### src/rtl/tinyvga_rx.sv
// tinyvga_rx: TinyVGA PMOD receive monitor; define TINYVGA_RX_CRC_EN to add a per-frame CRC-16/CCITT.
// state | meaning: SEARCH | await VSYNC fall, TRACK | first frame under check, LOCKED | timing verified
module tinyvga_rx #(
  parameter int H_TOTAL  = 800,
  parameter int H_START  = 144,
  parameter int H_ACTIVE = 640,
  parameter int V_TOTAL  = 525,
  parameter int V_START  = 35,
  parameter int V_ACTIVE = 480
) (
  input  logic       clk,
  input  logic       rst,
  input  logic [7:0] vga_in,
  output logic       pix_valid,
  output logic [9:0] pix_x,
  output logic [9:0] pix_y,
  output logic [5:0] pix_rgb,
  output logic       frame_start,
  output logic       locked,
  output logic [7:0] err_count
`ifdef TINYVGA_RX_CRC_EN
  ,
  output logic [15:0] frame_crc,
  output logic        crc_valid
`endif
);

  typedef enum logic [1:0] {SEARCH, TRACK, LOCKED} state_t;

  localparam logic [10:0] H_LAST = 11'(H_TOTAL - 1);
  localparam logic [10:0] H_LOST = 11'(2 * H_TOTAL);
  localparam logic [10:0] V_LAST = 11'(V_TOTAL - 1);
  localparam logic [10:0] V_LOST = 11'(2 * V_TOTAL);
  localparam logic [10:0] HA_LO  = 11'(H_START);
  localparam logic [10:0] HA_HI  = 11'(H_START + H_ACTIVE);
  localparam logic [10:0] VA_LO  = 11'(V_START);
  localparam logic [10:0] VA_HI  = 11'(V_START + V_ACTIVE);
  localparam logic [9:0]  H_OFS  = 10'(H_START);
  localparam logic [9:0]  V_OFS  = 10'(V_START);

  logic [7:0]  s1_q, s2_q;
  logic [10:0] hcnt_q, vcnt_q;
  state_t      state_q;
  logic        first_q;
  logic        vs_fall_q;
  logic        frame_start_q;
  logic        locked_q;
  logic [7:0]  err_count_q;
  logic        pix_valid_q, pix_valid_d;
  logic [9:0]  pix_x_q, pix_x_d, pix_y_q, pix_y_d;
  logic [5:0]  pix_rgb_q, pix_rgb_d;
  logic        hs_fall, vs_fall, checking, timing_err;

  assign hs_fall  = s2_q[7] & ~s1_q[7];
  assign vs_fall  = s2_q[3] & ~s1_q[3];
  assign checking = (state_q != SEARCH);

  // The first HSYNC fall after acquiring VSYNC may end a partial line, so it is not checked.
  assign timing_err = checking &&
                      ((hs_fall && !first_q && hcnt_q != H_LAST) ||
                       (hcnt_q == H_LOST) ||
                       (vs_fall && vcnt_q != V_LAST) ||
                       (vcnt_q == V_LOST));

  always_comb begin
    pix_valid_d = checking && (hcnt_q >= HA_LO) && (hcnt_q < HA_HI) &&
                  (vcnt_q >= VA_LO) && (vcnt_q < VA_HI);
    pix_x_d     = pix_valid_d ? (hcnt_q[9:0] - H_OFS) : '0;
    pix_y_d     = pix_valid_d ? (vcnt_q[9:0] - V_OFS) : '0;
    pix_rgb_d   = pix_valid_d ? {s2_q[0], s2_q[4], s2_q[1], s2_q[5], s2_q[2], s2_q[6]} : '0;
  end

  always_ff @(posedge clk or posedge rst) begin
    if (rst) begin
      s1_q          <= 8'hFF;
      s2_q          <= 8'hFF;
      hcnt_q        <= '0;
      vcnt_q        <= '0;
      state_q       <= SEARCH;
      first_q       <= 1'b1;
      vs_fall_q     <= 1'b0;
      frame_start_q <= 1'b0;
      locked_q      <= 1'b0;
      err_count_q   <= '0;
      pix_valid_q   <= 1'b0;
      pix_x_q       <= '0;
      pix_y_q       <= '0;
      pix_rgb_q     <= '0;
    end else begin
      s1_q          <= vga_in;
      s2_q          <= s1_q;
      hcnt_q        <= hs_fall ? 11'd0 : hcnt_q + 11'd1;
      if (vs_fall)
        vcnt_q <= '0;
      else if (hs_fall)
        vcnt_q <= vcnt_q + 11'd1;
      vs_fall_q     <= vs_fall;
      frame_start_q <= vs_fall_q;
      pix_valid_q   <= pix_valid_d;
      pix_x_q       <= pix_x_d;
      pix_y_q       <= pix_y_d;
      pix_rgb_q     <= pix_rgb_d;
      if (timing_err && err_count_q != 8'hFF)
        err_count_q <= err_count_q + 8'd1;
      case (state_q)
        SEARCH: begin
          first_q  <= 1'b1;
          locked_q <= 1'b0;
          if (vs_fall)
            state_q <= TRACK;
        end
        TRACK: begin
          if (hs_fall)
            first_q <= 1'b0;
          if (timing_err) begin
            state_q  <= SEARCH;
            locked_q <= 1'b0;
          end else if (vs_fall) begin
            state_q  <= LOCKED;
            locked_q <= 1'b1;
          end
        end
        LOCKED: begin
          if (hs_fall)
            first_q <= 1'b0;
          if (timing_err) begin
            state_q  <= SEARCH;
            locked_q <= 1'b0;
          end
        end
        default: begin
          state_q  <= SEARCH;
          locked_q <= 1'b0;
        end
      endcase
    end
  end

  assign pix_valid   = pix_valid_q;
  assign pix_x       = pix_x_q;
  assign pix_y       = pix_y_q;
  assign pix_rgb     = pix_rgb_q;
  assign frame_start = frame_start_q;
  assign locked      = locked_q;
  assign err_count   = err_count_q;

`ifdef TINYVGA_RX_CRC_EN
  localparam logic [9:0] X_LAST = 10'(H_ACTIVE - 1);
  localparam logic [9:0] Y_LAST = 10'(V_ACTIVE - 1);

  function automatic logic [15:0] crc_byte(input logic [15:0] c, input logic [7:0] b);
    logic [15:0] r;
    r = c ^ {b, 8'h00};
    for (int i = 0; i < 8; i++)
      r = r[15] ? ({r[14:0], 1'b0} ^ 16'h1021) : {r[14:0], 1'b0};
    return r;
  endfunction

  logic [15:0] crc_q, crc_base, crc_d, frame_crc_q;
  logic        crc_valid_q, last_pix;

  // Accumulator restarts on every frame boundary so a frame cut short by an error cannot leak in.
  assign crc_base = frame_start_q ? 16'hFFFF : crc_q;
  assign crc_d    = crc_byte(crc_base, {2'b00, pix_rgb_q});
  assign last_pix = pix_valid_q && (pix_x_q == X_LAST) && (pix_y_q == Y_LAST);

  always_ff @(posedge clk or posedge rst) begin
    if (rst) begin
      crc_q       <= 16'hFFFF;
      frame_crc_q <= '0;
      crc_valid_q <= 1'b0;
    end else begin
      crc_valid_q <= last_pix;
      crc_q       <= pix_valid_q ? crc_d : crc_base;
      if (last_pix)
        frame_crc_q <= crc_d;
    end
  end

  assign frame_crc = frame_crc_q;
  assign crc_valid = crc_valid_q;
`endif

endmodule

### config.mk
export PLATFORM = sky130hd
export DESIGN_NAME = tinyvga_rx
export DESIGN_NICKNAME = d
export VERILOG_FILES = /design/src/rtl/tinyvga_rx.sv
export SDC_FILE = /design/constraint.sdc
export NUM_CORES = 1
export LEC_CHECK = 0
export ABC_AREA = 1
export ABC_CLOCK_PERIOD_IN_PS = 2500
export CORE_MARGIN = 10
export CORE_UTILIZATION = 49
export CTS_CLUSTER_SIZE = 12
export DETAILED_ROUTE_END_ITERATION = 12
export PLACE_DENSITY = 0.75
export SLEW_MARGIN = 5
export SYNTH_ARGS = -nofsm -noshare
export SYNTH_HDL_FRONTEND = slang
export SYNTH_SLANG_ARGS = --single-unit
### constraint.sdc
create_clock -name clk -period 2.5 [get_ports clk]
set_input_delay 0.625 -clock clk [delete_from_list [all_inputs] [get_ports clk]]
set_output_delay 0.625 -clock clk [all_outputs]
set_load 0.02 [all_outputs]
== Word level (Yosys, flattened, before mapping) ==
Index checks and enable logic that the tools add are counted.
Storage, ports and cells
  flip-flop bits (word level): 79
  input bits: 10
Cells by class
  $add $sub $neg: 5
  order comparisons: 4
  equal/unequal tests: 11
  muxes and demuxes: 17
  bitwise operators: 4
  reductions and logical operators: 21
Operators by type and width (number)
  $mux 11: 3
  $add 11x1->11 const B: 2
  $eq 11x11->1 const B: 2
  $lt 11x10->1 const B: 2
  $ne 11x10->1 const B: 2
  $mux 10: 2
  $ge 11x6->1 const B: 1
  $ge 11x8->1 const B: 1
  $sub 10x6->10 const B: 1
  $sub 10x8->10 const B: 1
  $logic_and 1x1->1: 9
  $add 8x1->8 const B: 1
  $mux 2: 4
  $ne 8x8->1 const B: 1
  $mux 6: 1
  $pmux 2 s3: 1
  $reduce_bool 2->1: 3
  $mux 1: 4
  $ne 2x2->1 const B: 2
  $pmux 1 s2: 2
  $reduce_and 2->1: 2
  $logic_or 1x1->1: 3
  $ne 3x3->1 const B: 1
  $reduce_and 3->1: 1
  other kinds (8): 10

== Logic depth before layout (Yosys ltp) ==
  depth after elaboration: 10
  gate-level depth with buffers: 14
  mapped depth without buffers: 13

== Least setup slack after synthesis ==
Ideal clock, no wire load.
  kind: reg-to-reg
  from: register hcnt_q[4]
  to: register err_count_q[2], in the netlist err_count[2]
  library setup time: 123 ps
  data arrival time: 1483 ps
  required time: 2377 ps
  slack: 894 ps
  stages on the path, launching flop included: 15
  buffers on the path: 1
  cells stage by stage: dfrtp_1 > inv_1 > ha_1 > nand2_1 > inv_1 > nand3_1 > nor2_1 > nor2_1 > nand3_1 > nand2_2 > inv_2 > nand2_2 > buf_6 > nand2_1 > o21ai_1
On the way
  word-level cells in the longest chain between the ends: 7
Ends and longest elaborated chain
  start: declaration: line 42  | logic [10:0] hcnt_q, vcnt_q;
  start signal: assignment: line 92  | hcnt_q <= hs_fall ? 11'd0 : hcnt_q + 11'd1;
  $ne 11x10->1: line 60  | ((hs_fall && !first_q && hcnt_q != H_LAST) ||
  $logic_and 1x1->1: line 60
  $logic_or 1x1->1 *: line 60
  $logic_or 1x1->1 *: line 61  | (hcnt_q == H_LOST) ||
  $logic_or 1x1->1 *: line 62  | (vs_fall && vcnt_q != V_LAST) ||
  $logic_and 1x1->1 *: line 59  | assign timing_err = checking &&
  $logic_and 1x1->1 *: line 103  | if (timing_err && err_count_q != 8'hFF)
  end signal: assignment: line 104  | err_count_q <= err_count_q + 8'd1;
  end: declaration: line 48  | logic [7:0] err_count_q;
Every way passes the cells marked *; elsewhere a longest branch is shown, timed or not.
A chain may end at the register's enable or synchronous reset.

== Worst setup path in the final report ==
  from: register err_count_q[4], in the netlist err_count[4]
  to: output err_count[4]
RTL lines
  end: declaration: line 20  | output logic [7:0] err_count
No word-level cell between the ends.

==> qor.yml <==
run_status: "complete, no violations"
setup_ws_ns: 0.395
grt_pass1_vias: 2503
top_layer: "met4"
vias: 2547
cp-end-kind: "output pin"
path_buf_inv: 1
route.met3.wl_um: 402
hold_buffers: 0
r2r-end: "pix_y[9]"
avgRoutedWirePerCell_um: 12.8
min_path_type: "flop to flop"
synthTopCellsByCount: "dfrtp_1, nand2_1, inv_1, nor2_1, nor2_2"
yosysMostFrequentCell: "dfrtp_1"
area_growth_pct: 21.5
avgSynthCellArea_um2: 9.59
h-tree-depth: 3
ant_nets: 0
r2r_slack_ns: 0.56
synth_top_cell_area_share_pct: 43.7
io_pins: 47
drv_cap: 0
finalWirelength_mm: 6.74
initial_utilization_pct: 51.4
grt_max_degree: 80
clkTransAtPathRegs_ns: 0.08
dp_hpwl_mm: 4.93
hold_viol_final: 0
wl_met1_mm: 2.95
fin_nets: 448
synth.area.top_cells: "dfrtp_1, dfstp_2, nand2_1"
max_stage_delay_ns: 0.65
drive_gt1_share_pct: 17.9
worst_path_max_delay_cell: "clkdlybuf4s50_1"
cp_max_fo: 6
clock_latency_ns: 0.36
arrival_ns: 1.48
hold-path-endpoint: "s2_q[0]"
crit_family: "buffers and inverters"
synth-edff-count: 0
grt.overflow.total: 0
finalSetupTns_ns: 0
first_iter_violations: 107
syn_area_mm2: 0.00355
rsz0062_at_grt: "false"
postCtsSetupRepairBufs: 0
hold_depth: 0
synth_cell_type_count: 34
io_buffers: 46
root_buffer: "clkbuf_8"
vdd_drop_max_mv: 0.349
path_class: "flop to output pin"
power_density_mw_per_mm2: 656
critPathRequiredTime_ns: 1.88
ctsResizeCount: 0
async_flop_share_pct: 100
synth_seq_cells: 79
syn_inst: 370
antenna_found_initial: 0
rows: 30
crit_path_cell_trace: "clkdlybuf4s50_1"
grt_pass1_wl_mm: 11.8
max_freq_mhz: 475
crit_start: "err_count[4]"
hold_start: "s1_q[0]"
pre_cts_ws_ns: 0.561
synth_top_area_cell: "dfrtp_1"
fin_skew_ns: 0.00654
period_share_pct: 84.2
min_period_ns: 2.10
crit_path_start_kind: "flop"
ys_warn_count: 0
total_power_mw: 2.83
synthFlopType: "dfrtp_1"
worstMarginPinSlew_ns: 0.506
maxSlewViolCount: 0
syn_nets: 393
p_leak_nw: 2.04
grt_usage_pct: 12.9
wl_met2_mm: 3.28
max_slew_margin_pct: 66.2
cts_tree: "done"
viasPerCell: 4.84
die_area_mm2: 0.0110
drt_first_pass_iters: 4
setup_viol: 0
fp.dieW_um: 105
r2r_cells: 6
reg2reg_from: "hcnt_q[0]"
cts_buffer_depth: 2
cts_buffers: 9
yosysSeqAreaShare_pct: 56.3
n_antenna_cell: 0
fp.coreArea_mm2: 0.00691
gp_congestion: 0.881
route.detailed.drc: 0
cts_num_sinks: 79
die_h_um: 105
cell families after synthesis:
group,share of synthesized area (%)
AO/OA/AOI/OAI,6.34
XOR/XNOR,3.45
adder cells (fa/ha/maj),4.58
AND/OR/NAND/NOR,22.6
flip-flops,56.3
buffers and inverters,6.77
worst reg2reg max path, cell delays in order, from the launching register on:
cell	delay, ns
dfrtp_1	0.43
inv_1	0.11
ha_1	0.15
nand3_1	0.11
o211ai_1	0.33
nand4_4	0.46
nor2_1	0.28
final cells by class:
class                      instances  area, µm²
clock inverter                     7       57.6
tap                               96        120
fill                             559       2590
multi-input combinational        234       1310
timing repair buffer              51        510
clock buffer                       9        124
sequential                        79       2000
inverter                          50        191
flip-flops by register name (all words and copies together), names as in the netlist, 2 cells and up:
register   flops
err_count      8
hcnt_q        11
pix_rgb        6
pix_x         10
pix_y         10
s1_q           8
s2_q           8
state_q        2
vcnt_q        11
layout by cell type (no fill, tap or decap):
| cell | n |
|---|---|
| a21oi_2 | 1 |
| nand2_4 | 1 |
| nor3_1 | 9 |
| nand3b_2 | 1 |
| a41oi_1 | 1 |
| o2111a_1 | 1 |
| or2_2 | 3 |
| a31oi_1 | 1 |
| nor3_2 | 1 |
| inv_6 | 1 |
| nand2_1 | 55 |
| inv_2 | 5 |
| dfstp_2 | 17 |
| nand3b_1 | 1 |
| buf_12 | 1 |
| clkinvlp_4 | 4 |
| o21ai_0 | 15 |
| a21oi_1 | 15 |
| xor2_1 | 10 |
| nor2_2 | 22 |
| inv_1 | 43 |
| ha_1 | 13 |
| a211oi_2 | 1 |
| nand3_1 | 20 |
| xnor2_1 | 4 |
| buf_4 | 4 |
| o211ai_1 | 1 |
| clkbuf_8 | 9 |
| clkdlybuf4s50_1 | 46 |
| dfrtp_1 | 62 |
| nor2_1 | 41 |
| nand4_4 | 1 |
| clkinv_1 | 1 |
| nor3b_1 | 2 |
| o21ai_1 | 4 |
| nand2_2 | 2 |
| nand4_1 | 8 |
| clkinv_4 | 3 |
through the flow:
step / instances / area [µm²] / util (%) / hold WS (ns)
finish: 526 / 4310 / 62.4 / 0.358
CTS: 526 / 4310 / 62.4 / 0.359
global placement: 510 / 4130 / 59.8 / 0.337
floorplan: 370 / 3550 / - / 0.331
detailed placement: 510 / 4130 / 59.8 / 0.346
global route: 526 / 4310 / 62.4 / 0.365
worst max path at each step:
stage | to | slack, ns | cells after the start
detailed placement | pix_y[3] | 0.56 | 6
floorplan | err_count[2] | 0.89 | 14
global route | pix_x[6] | 0.35 | 6
finish | err_count[4] | 0.40 | 1
global placement | pix_y[3] | 0.64 | 6
CTS | err_count[3] | 0.39 | 1
report_power, final:
part	internal (mW)	switching [mW]
Sequential	1.39	0.0908
Combinational	0.198	0.297
Clock	0.368	0.491
layer usage:
layer | global-route usage (%) | vias up
li1 | - | 1291
met1 | 15.3 | 1182
met2 | 20.6 | 63
met3 | 3.99 | 11
met4 | 6.57 | 0
met5 | 0 | -
No activity file was read; power rests on OpenSTA's default activity.
